File: config.mk
export PLATFORM = sky130hd
export DESIGN_NAME = morse_letter_decoder
export DESIGN_NICKNAME = d
export VERILOG_FILES = /design/src/rtl/morse_letter_decoder.sv
export SDC_FILE = /design/constraint.sdc
export NUM_CORES = 1
export LEC_CHECK = 0
export ABC_AREA = 1
export BUFFER_PORTS_ARGS = -buffer_cell sky130_fd_sc_hd__buf_4
export CAP_MARGIN = 20
export CORE_AREA = 5 5 80 82
export CTS_CLUSTER_DIAMETER = 150
export DETAILED_ROUTE_END_ITERATION = 12
export DIE_AREA = 0 0 85 87
export SKIP_CTS_REPAIR_TIMING = 1
export SLEW_MARGIN = 30
export SYNTH_ARGS = -nofsm -noshare
export SYNTH_HDL_FRONTEND = slang
export SYNTH_SLANG_ARGS = --single-unit
File: constraint.sdc
create_clock -name clk -period 2 [get_ports clk]
set_clock_uncertainty 0.15 [all_clocks]
set_input_delay 0 -clock clk [delete_from_list [all_inputs] [get_ports clk]]
set_output_delay 0 -clock clk [all_outputs]
set_load 0.005 [all_outputs]
File: src/rtl/morse_letter_decoder.sv
// Morse letter decoder: groups dot/dash symbol pulses into letters by timing
// the silence after release, decodes each letter to ASCII, emits a space per
// word gap, and hands characters out through a 1-entry valid/ready register.
module morse_letter_decoder #(
    parameter int TICK_GAP_W = 5,
    parameter int LETTER_GAP = 6,
    parameter int WORD_GAP   = 14,
    parameter int MAX_SYM    = 5
) (
    input  logic       clk,
    input  logic       reset,
    input  logic       tick,
    input  logic       button,
    input  logic       sym_valid,
    input  logic [1:0] sym_code,
    output logic [7:0] char_data,
    output logic       char_valid,
    input  logic       char_ready,
    output logic       bad_code,
    output logic       overrun,
    output logic       busy
);

    typedef enum logic [1:0] {
        ST_IDLE    = 2'd0,
        ST_COLLECT = 2'd1,
        ST_GAP     = 2'd2
    } state_e;

    // Pattern is at least 5 bits wide so the decode table always has its full key.
    localparam int PAT_W = (MAX_SYM > 5) ? MAX_SYM : 5;
    localparam logic [2:0]            LEN_OVF_C    = 3'(MAX_SYM + 1);
    localparam logic [TICK_GAP_W-1:0] LETTER_GAP_C = TICK_GAP_W'(LETTER_GAP);
    localparam logic [TICK_GAP_W-1:0] WORD_GAP_C   = TICK_GAP_W'(WORD_GAP);
    localparam logic [7:0]            CH_UNKNOWN   = 8'h3F;
    localparam logic [7:0]            CH_SPACE     = 8'h20;

    state_e                  state_q, state_d;
    logic [PAT_W-1:0]        pattern_q, pattern_d;
    logic [2:0]              len_q, len_d;
    logic [TICK_GAP_W-1:0]   gap_cnt_q, gap_cnt_d;
    logic                    word_pending_q, word_pending_d;
    logic [7:0]              char_data_q, char_data_d;
    logic                    char_valid_q, char_valid_d;
    logic                    bad_code_q, bad_code_d;
    logic                    overrun_q, overrun_d;

    logic       sym_is_dash;
    logic       sym_accept;
    logic       activity;
    logic       letter_done;
    logic       word_done;
    logic [7:0] decoded;

    // International Morse A-Z and 0-9; pattern is MSB-first, dot=0, dash=1.
    function automatic logic [7:0] decode_char(input logic [2:0] len, input logic [4:0] pat);
        logic [7:0] c;
        c = CH_UNKNOWN;
        case ({len, pat})
            {3'd2, 5'b00001}: c = 8'h41; // A .-
            {3'd4, 5'b01000}: c = 8'h42; // B -...
            {3'd4, 5'b01010}: c = 8'h43; // C -.-.
            {3'd3, 5'b00100}: c = 8'h44; // D -..
            {3'd1, 5'b00000}: c = 8'h45; // E .
            {3'd4, 5'b00010}: c = 8'h46; // F ..-.
            {3'd3, 5'b00110}: c = 8'h47; // G --.
            {3'd4, 5'b00000}: c = 8'h48; // H ....
            {3'd2, 5'b00000}: c = 8'h49; // I ..
            {3'd4, 5'b00111}: c = 8'h4A; // J .---
            {3'd3, 5'b00101}: c = 8'h4B; // K -.-
            {3'd4, 5'b00100}: c = 8'h4C; // L .-..
            {3'd2, 5'b00011}: c = 8'h4D; // M --
            {3'd2, 5'b00010}: c = 8'h4E; // N -.
            {3'd3, 5'b00111}: c = 8'h4F; // O ---
            {3'd4, 5'b00110}: c = 8'h50; // P .--.
            {3'd4, 5'b01101}: c = 8'h51; // Q --.-
            {3'd3, 5'b00010}: c = 8'h52; // R .-.
            {3'd3, 5'b00000}: c = 8'h53; // S ...
            {3'd1, 5'b00001}: c = 8'h54; // T -
            {3'd3, 5'b00001}: c = 8'h55; // U ..-
            {3'd4, 5'b00001}: c = 8'h56; // V ...-
            {3'd3, 5'b00011}: c = 8'h57; // W .--
            {3'd4, 5'b01001}: c = 8'h58; // X -..-
            {3'd4, 5'b01011}: c = 8'h59; // Y -.--
            {3'd4, 5'b01100}: c = 8'h5A; // Z --..
            {3'd5, 5'b11111}: c = 8'h30; // 0 -----
            {3'd5, 5'b01111}: c = 8'h31; // 1 .----
            {3'd5, 5'b00111}: c = 8'h32; // 2 ..---
            {3'd5, 5'b00011}: c = 8'h33; // 3 ...--
            {3'd5, 5'b00001}: c = 8'h34; // 4 ....-
            {3'd5, 5'b00000}: c = 8'h35; // 5 .....
            {3'd5, 5'b10000}: c = 8'h36; // 6 -....
            {3'd5, 5'b11000}: c = 8'h37; // 7 --...
            {3'd5, 5'b11100}: c = 8'h38; // 8 ---..
            {3'd5, 5'b11110}: c = 8'h39; // 9 ----.
            default:          c = CH_UNKNOWN;
        endcase
        return c;
    endfunction

    // Event decode: any activity (press or symbol, valid or not) beats a gap threshold.
    always_comb begin
        sym_is_dash = sym_valid && (sym_code == 2'b10);
        sym_accept  = sym_valid && ((sym_code == 2'b01) || (sym_code == 2'b10));
        activity    = button || sym_valid;
        letter_done = (state_q == ST_COLLECT) && (gap_cnt_q == LETTER_GAP_C) && !activity;
        word_done   = (state_q == ST_GAP) && word_pending_q && (gap_cnt_q == WORD_GAP_C) && !activity;
        decoded     = (len_q == LEN_OVF_C) ? CH_UNKNOWN : decode_char(len_q, pattern_q[4:0]);
    end

    // State register.
    // NOTE: sequential blocks use non-blocking (<=) so every flop samples pre-edge values.
    always_ff @(posedge clk or posedge reset) begin
        if (reset) state_q <= ST_IDLE;
        else       state_q <= state_d;
    end

    // Next-state logic.
    // NOTE: every always_comb output gets a default first, so no path can infer a latch.
    always_comb begin
        state_d = state_q;
        case (state_q)
            ST_IDLE:    if (sym_accept) state_d = ST_COLLECT;
            ST_COLLECT: if (letter_done) state_d = ST_GAP;
            ST_GAP: begin
                if (sym_accept)     state_d = ST_COLLECT;
                else if (word_done) state_d = ST_IDLE;
            end
            default:    state_d = ST_IDLE;
        endcase
    end

    // FSM outputs.
    always_comb begin
        busy = (state_q == ST_COLLECT);
    end

    // Silence counter, symbol shift register and word-pending flag.
    always_comb begin
        gap_cnt_d      = gap_cnt_q;
        pattern_d      = pattern_q;
        len_d          = len_q;
        word_pending_d = word_pending_q;

        if (activity)
            gap_cnt_d = '0;
        else if (tick && (gap_cnt_q < WORD_GAP_C))
            gap_cnt_d = gap_cnt_q + TICK_GAP_W'(1);

        if (letter_done) begin
            pattern_d      = '0;
            len_d          = '0;
            word_pending_d = 1'b1;
        end else if (sym_accept) begin
            pattern_d = {pattern_q[PAT_W-2:0], sym_is_dash};
            len_d     = (len_q < LEN_OVF_C) ? len_q + 3'd1 : len_q;
        end

        if (word_done)
            word_pending_d = 1'b0;
    end

    // Output register: load when empty or being drained, otherwise drop and flag overrun.
    always_comb begin
        char_data_d  = char_data_q;
        char_valid_d = char_valid_q;
        bad_code_d   = letter_done && (decoded == CH_UNKNOWN);
        overrun_d    = 1'b0;

        if (char_valid_q && char_ready)
            char_valid_d = 1'b0;

        if (letter_done || word_done) begin
            if (!char_valid_q || char_ready) begin
                char_valid_d = 1'b1;
                char_data_d  = letter_done ? decoded : CH_SPACE;
            end else begin
                overrun_d = 1'b1;
            end
        end
    end

    // Datapath registers.
    always_ff @(posedge clk or posedge reset) begin
        if (reset) begin
            pattern_q      <= '0;
            len_q          <= '0;
            gap_cnt_q      <= '0;
            word_pending_q <= 1'b0;
            char_data_q    <= 8'h00;
            char_valid_q   <= 1'b0;
            bad_code_q     <= 1'b0;
            overrun_q      <= 1'b0;
        end else begin
            pattern_q      <= pattern_d;
            len_q          <= len_d;
            gap_cnt_q      <= gap_cnt_d;
            word_pending_q <= word_pending_d;
            char_data_q    <= char_data_d;
            char_valid_q   <= char_valid_d;
            bad_code_q     <= bad_code_d;
            overrun_q      <= overrun_d;
        end
    end

    assign char_data  = char_data_q;
    assign char_valid = char_valid_q;
    assign bad_code   = bad_code_q;
    assign overrun    = overrun_q;

endmodule
### After elaboration in Yosys (flattened, before gate mapping)

Cells that the tools add are included.

* bits in registers: 27
* bits of input ports: 8
* output and inout bits: 12

* add/subtract/negate cells: 2
* order comparisons: 2
* equal/unequal tests: 47
* multiplexer cells: 22
* reductions and logical operators: 24

Operators by type and width (count)
* one-hot mux 7 bit (36 select lines): 1
* equality test 8 bit, second input constant: 22
* equality test 8 x 7 -> 1 bit, second input constant: 12
* equality test 8 x 6 -> 1 bit, second input constant: 3
* two-way mux 5 bit: 4
* two-way mux 8 bit: 2
* logical AND 1 bit: 10
* two-way mux 3 bit: 3
* two-way mux 2 bit: 4
* nonzero test 2 bit: 4
* two-way mux 1 bit: 7
* one-hot mux 2 bit (3 select lines): 1
* adder 5 x 1 -> 5 bit, second input constant: 1
* equality test 5 x 3 -> 1 bit, second input constant: 1
* equality test 5 x 4 -> 1 bit, second input constant: 1
* < comparator 5 x 4 -> 1 bit, second input constant: 1
* equality test 2 x 1 -> 1 bit, second input constant: 2
* equality test 2 bit, second input constant: 2
* logical OR 1 bit: 4
* AND reduction 2 bit: 2
* adder 3 x 1 -> 3 bit, second input constant: 1
* equality test 3 bit, second input constant: 1
* < comparator 3 bit, second input constant: 1
* != test 3 bit, second input constant: 1
* other kinds (5): 6

### Logic depth before layout (Yosys ltp)

* depth after elaboration: 7
* depth in mapped cells: 13
* depth with buffers taken out: 12

### Worst setup path after synthesis

No wires, ideal clock.

* path type: register -> register
* start: register gap_cnt_q[0]
* end: register char_data_q[5], in the netlist char_data[5]
* arrival time: 1448 ps
* data required time: 1733 ps
* setup slack: 285 ps
* stages on the path, launching flop included: 10
* buffers on the path: 0
* clock period less this slack: 1715 ps
* cells stage by stage: dfrtp_1 > inv_1 > ha_1 > nand4_1 > nor3_4 > inv_1 > nor2_2 > nand3_1 > o21ai_1 > inv_1

* longest elaborated chain between the ends: 5
* elaborated cells between the ends (all ways): 9

RTL lines
* start, declared: line 41 `logic [TICK_GAP_W-1:0] gap_cnt_q, gap_cnt_d;`
* start signal, assigned: line 197 `gap_cnt_q <= gap_cnt_d;`
* equality test 5 x 3 -> 1 bit or equality test 5 x 4 -> 1 bit (tied branches): line 106, 107
* logical AND 1 bit, on equally long branches (2 in series): line 106, 107
* logical OR 1 bit: line 173 `if (letter_done || word_done) begin`
* AND reduction 2 bit (no source line)
* end signal, assigned: line 199 `char_data_q <= char_data_d;`
* end, declared: line 43 `logic [7:0] char_data_q, char_data_d;`

Parallel ways exist; a longest one is shown, timed or not.
A chain may end at the register's enable or synchronous reset.

### Worst setup path in the final report

* start: register pattern_q[0]
* end: register bad_code_q, in the netlist bad_code

* longest elaborated chain between the ends: 5
* elaborated cells between the ends (all ways): 40

RTL lines
* start, declared: line 39 `logic [PAT_W-1:0] pattern_q, pattern_d;`
* start signal, assigned: line 195 `pattern_q <= pattern_d;`
* equality test 8 bit (tied with other cells): line 59 `case ({len, pat})`
* one-hot mux 7 bit (36 select lines) (*): line 59
* two-way mux 8 bit (*): line 108 `decoded = (len_q == LEN_OVF_C) ? CH_UNKNOWN : decode_char(len_q, pattern_q[4:0]);`
* equality test 8 x 6 -> 1 bit (*): line 167 `bad_code_d = letter_done && (decoded == CH_UNKNOWN);`
* logical AND 1 bit (*): line 167
* via bad_code_d: line 45 `logic bad_code_q, bad_code_d;`
* end signal, assigned: line 201 `bad_code_q <= bad_code_d;`
* end, declared: line 45

Mark *: on every way through the listed nets, which the timed path passes. The rest lies on a longest branch.

==> parameters.txt <==
Parameter                              Value

Status
  Run status    complete, but fails checks
  Violated checks    hold timing

Global route
  Wire length of the first global-routing pass    8.197 mm
  Antenna violations before repair    0
  Overall routing resource usage    0.1338
  Global route total overflow    0
  Pin count of the biggest net entering global routing    27
  Number of global-route vias before repair    1,878

Setup path
  Register-to-register path setup slack    0.18 ns
  Required time at the endpoint of the critical path    2.06 ns
  Startpoint types    register
  Capturing element type of the critical path    register
  WP data arrival    1.88 ns
  Worst r2r src    pattern_q[0]$_DFFE_PP0P_
  Maximum fanout count along the critical path    8
  End of the worst register-to-register path    bad_code$_DFF_PP0_
  Number of cells traversed by the worst register-to-register path    11
  Worst Setup Path Type    reg -> reg

Power
  Internal power of the cells    0.001284 W
  P_leak    1.323 nW
  Fraction of power consumed by sequential logic    0.305
  Worst ir drop on vdd    0.4725 mV
  Switching Power    0.001087 W
  Power Total    0.002371 W
  Power share of the clock group    0.145
  Power density over cell area    989.5 nW/um2
  Switching Share    0.4583
  Fraction of power consumed by combinational cells    0.549

Place
  Routability cong.    0.9234
  Input/output buffers    18
  Placed Instances    394
  HPWL reported at the end of detailed placement    3.770 mm
  Worst slack, placed    0.05730 ns

Clock network
  H-Tree Level Count    1
  CTS buffer count    3
  Clock Path Buffers    2
  CTS clk-pin slew, worst paths    0.09 ns
  Worst-skew pair later-pin latency    0.27 ns
  Root buffer cell    clkbuf_8
  Clock tree from TritonCTS    done
  TritonCTS Sinks    26

Finish
  Commonest non-fill, non-tap cells in the layout    nand2_1, nor2_1, buf_4
  Area growth from synthesis to layout    24.19%
  Ant. Diodes    0
  Post-Route Utilization    0.4222
  Ratio of cells with drive above 1 in the final layout    0.2425
  Most common cell after layout, fill and taps aside    nand2_1
  Cell Count, Final, Fillers Out    409
  Fillers    622
  Net total in the final layout    348

Worst hold path
  Hold endpoint    gap_cnt_q[4]$_DFFE_PP0P_
  Beginning of the worst hold path    sym_valid
  Type of the worst min-delay path    in -> reg
  Number of stages on the worst hold path    4

STA
  Setup repair after global routing missed its margin    false
  Number of endpoints with negative hold slack in the final report    3
  Fin. max-slew vios    0
  Sum of negative setup slack    0 ns
  Minimum clock period after layout    1.820 ns
  Min setup slack post-route    0.1798 ns
  Total of endpoints with negative setup slack in the final report    0
  Peak clock frequency supported by timing    0.5494 GHz
  Post-route clock period utilization    0.9101
  Final Hold Slack    -0.01955 ns

Yosys
  Synth Area per Inst    6.496 um2
  Syn. warnings    0
  Ys flop type    dfrtp_1
  Unique cell type count in the Yosys netlist    30
  Fraction of registers with async set/reset    1.000
  Proportion of synthesized chip area in sequential cells    0.3372
  Cell area after synthesis    1929 um2
  Synth Register Bits    26
  Number of enable flip-flop cells after synthesis    0
  Net count of the mapped netlist    310
  Cells after Synth    297

Drt
  Routed via count divided by cell count    4.790
  Residual DRC    0
  Remaining antenna violation count after routing    0
  Vias post-DR    1,959
  First-pass iteration count of the detailed router    4
  Wire length reported by the detailed router    4.762 mm
  WL per Instance    11.64 um
  Initial detailed-routing violation count    117

Die
  Effective utilization at floorplan    0.3399
  Die boundary height    87 um
  Area of the core region    5675 um2
  Count of pins on the block boundary    20
  Die Width    85 um
  Die area    7395 um2
  Number of placement rows    28

Flow run
  Count of maximum capacitance violations    0
-- flip-flops by register name, summed over array words and instances, names as in the netlist --
register	cells
pattern_q	5
len_q	3
gap_cnt_q	5
char_valid	1
overrun	1
word_pending_q	1
state_q	2
bad_code	1
char_data	7
-- critical path, cell delays in order (launching register included) --
cell	delay [ns]
dfrtp_2	0.48
nand2_1	0.16
nor2_1	0.09
nand2_1	0.10
nand2_2	0.08
nor2_1	0.12
nand2_1	0.10
nor2_4	0.15
nand3_4	0.10
o21ai_1	0.09
nand2_1	0.06
nor2_1	0.07
-- worst max path at each step --
stage                                   from                  endpoint
finish              pattern_q[0]$_DFFE_PP0P_        bad_code$_DFF_PP0_
global route        pattern_q[0]$_DFFE_PP0P_  char_data[5]$_DFFE_PP0P_
CTS                     len_q[2]$_DFFE_PP0P_  char_data[5]$_DFFE_PP0P_
detailed placement      len_q[2]$_DFFE_PP0P_  char_data[5]$_DFFE_PP0P_
global placement    pattern_q[4]$_DFFE_PP0P_  char_data[5]$_DFFE_PP0P_
floorplan           gap_cnt_q[0]$_DFFE_PP0P_  char_data[5]$_DFFE_PP0P_
-- metal layers --
layer  part of all wire  track usage
met5                  0            0
met2               0.49       0.2316
met3              0.049      0.03027
met4              0.017      0.03885
met1               0.45       0.1666
-- cell type report --
cell class	count	area [um2]	area share
Sequential cell	26	656.9	0.2742
Inverter	36	135.1	0.05640
Timing Repair Buffer	36	297.8	0.1243
Multi-Input combinational cell	232	1157	0.4830
Tap cell	75	93.84	0.03916
Clock buffer	4	55.05	0.02298
-- power by group through the flow --
| stage | clock network [W] | registers [W] | logic (W) |
|---|---|---|---|
| floorplan | 0 | 0.000696 | 0.000924 |
| global placement | 0 | 0.000721 | 0.00120 |
| detailed placement | 0 | 0.000727 | 0.00120 |
| CTS | 0.000361 | 0.000716 | 0.00120 |
| global route | 0.000385 | 0.000740 | 0.00148 |
| finish | 0.000344 | 0.000724 | 0.00130 |
-- cells in the mapped netlist (all sizes together) (2+ instances only) --
cell type  count  area (um2)
nand2        107       439.2
nor2          63       276.5
inv           35       131.4
dfrtp         26       650.6
nand3         15       87.59
o21ai         12       60.05
a21oi          6       30.03
o22ai          6       37.54
ha             5       62.56
nor3           5       36.29
buf            3       26.27
nand4          3       18.77
and2           2       12.51
nand3b         2       15.01
-- stage by stage --
step           area, um2  hold WS, ns
3_5_place_dp        2197     -0.06425
2_1_floorplan       1929      -0.1100
6_report            2396     -0.01955
4_1_cts             2252      -0.3656
3_3_place_gp        2197     -0.06319
5_1_grt             2396    0.0008263
-- logic make-up (layout without fill, tap and decap cells) --
family | Yosys count | in the layout | share of synthesized area
AND/OR/NAND/NOR | 198 | 198 | 0.4624
flip-flops | 26 | 26 | 0.3372
buffers and inverters | 39 | 76 | 0.08365
other | 1 | 1 | 0.001944
adder cells (fa/ha/maj) | 5 | 5 | 0.03243
AO/OA/AOI/OAI | 27 | 27 | 0.07782
XOR/XNOR | 1 | 1 | 0.004540
Power figures use the tool's default switching activity.
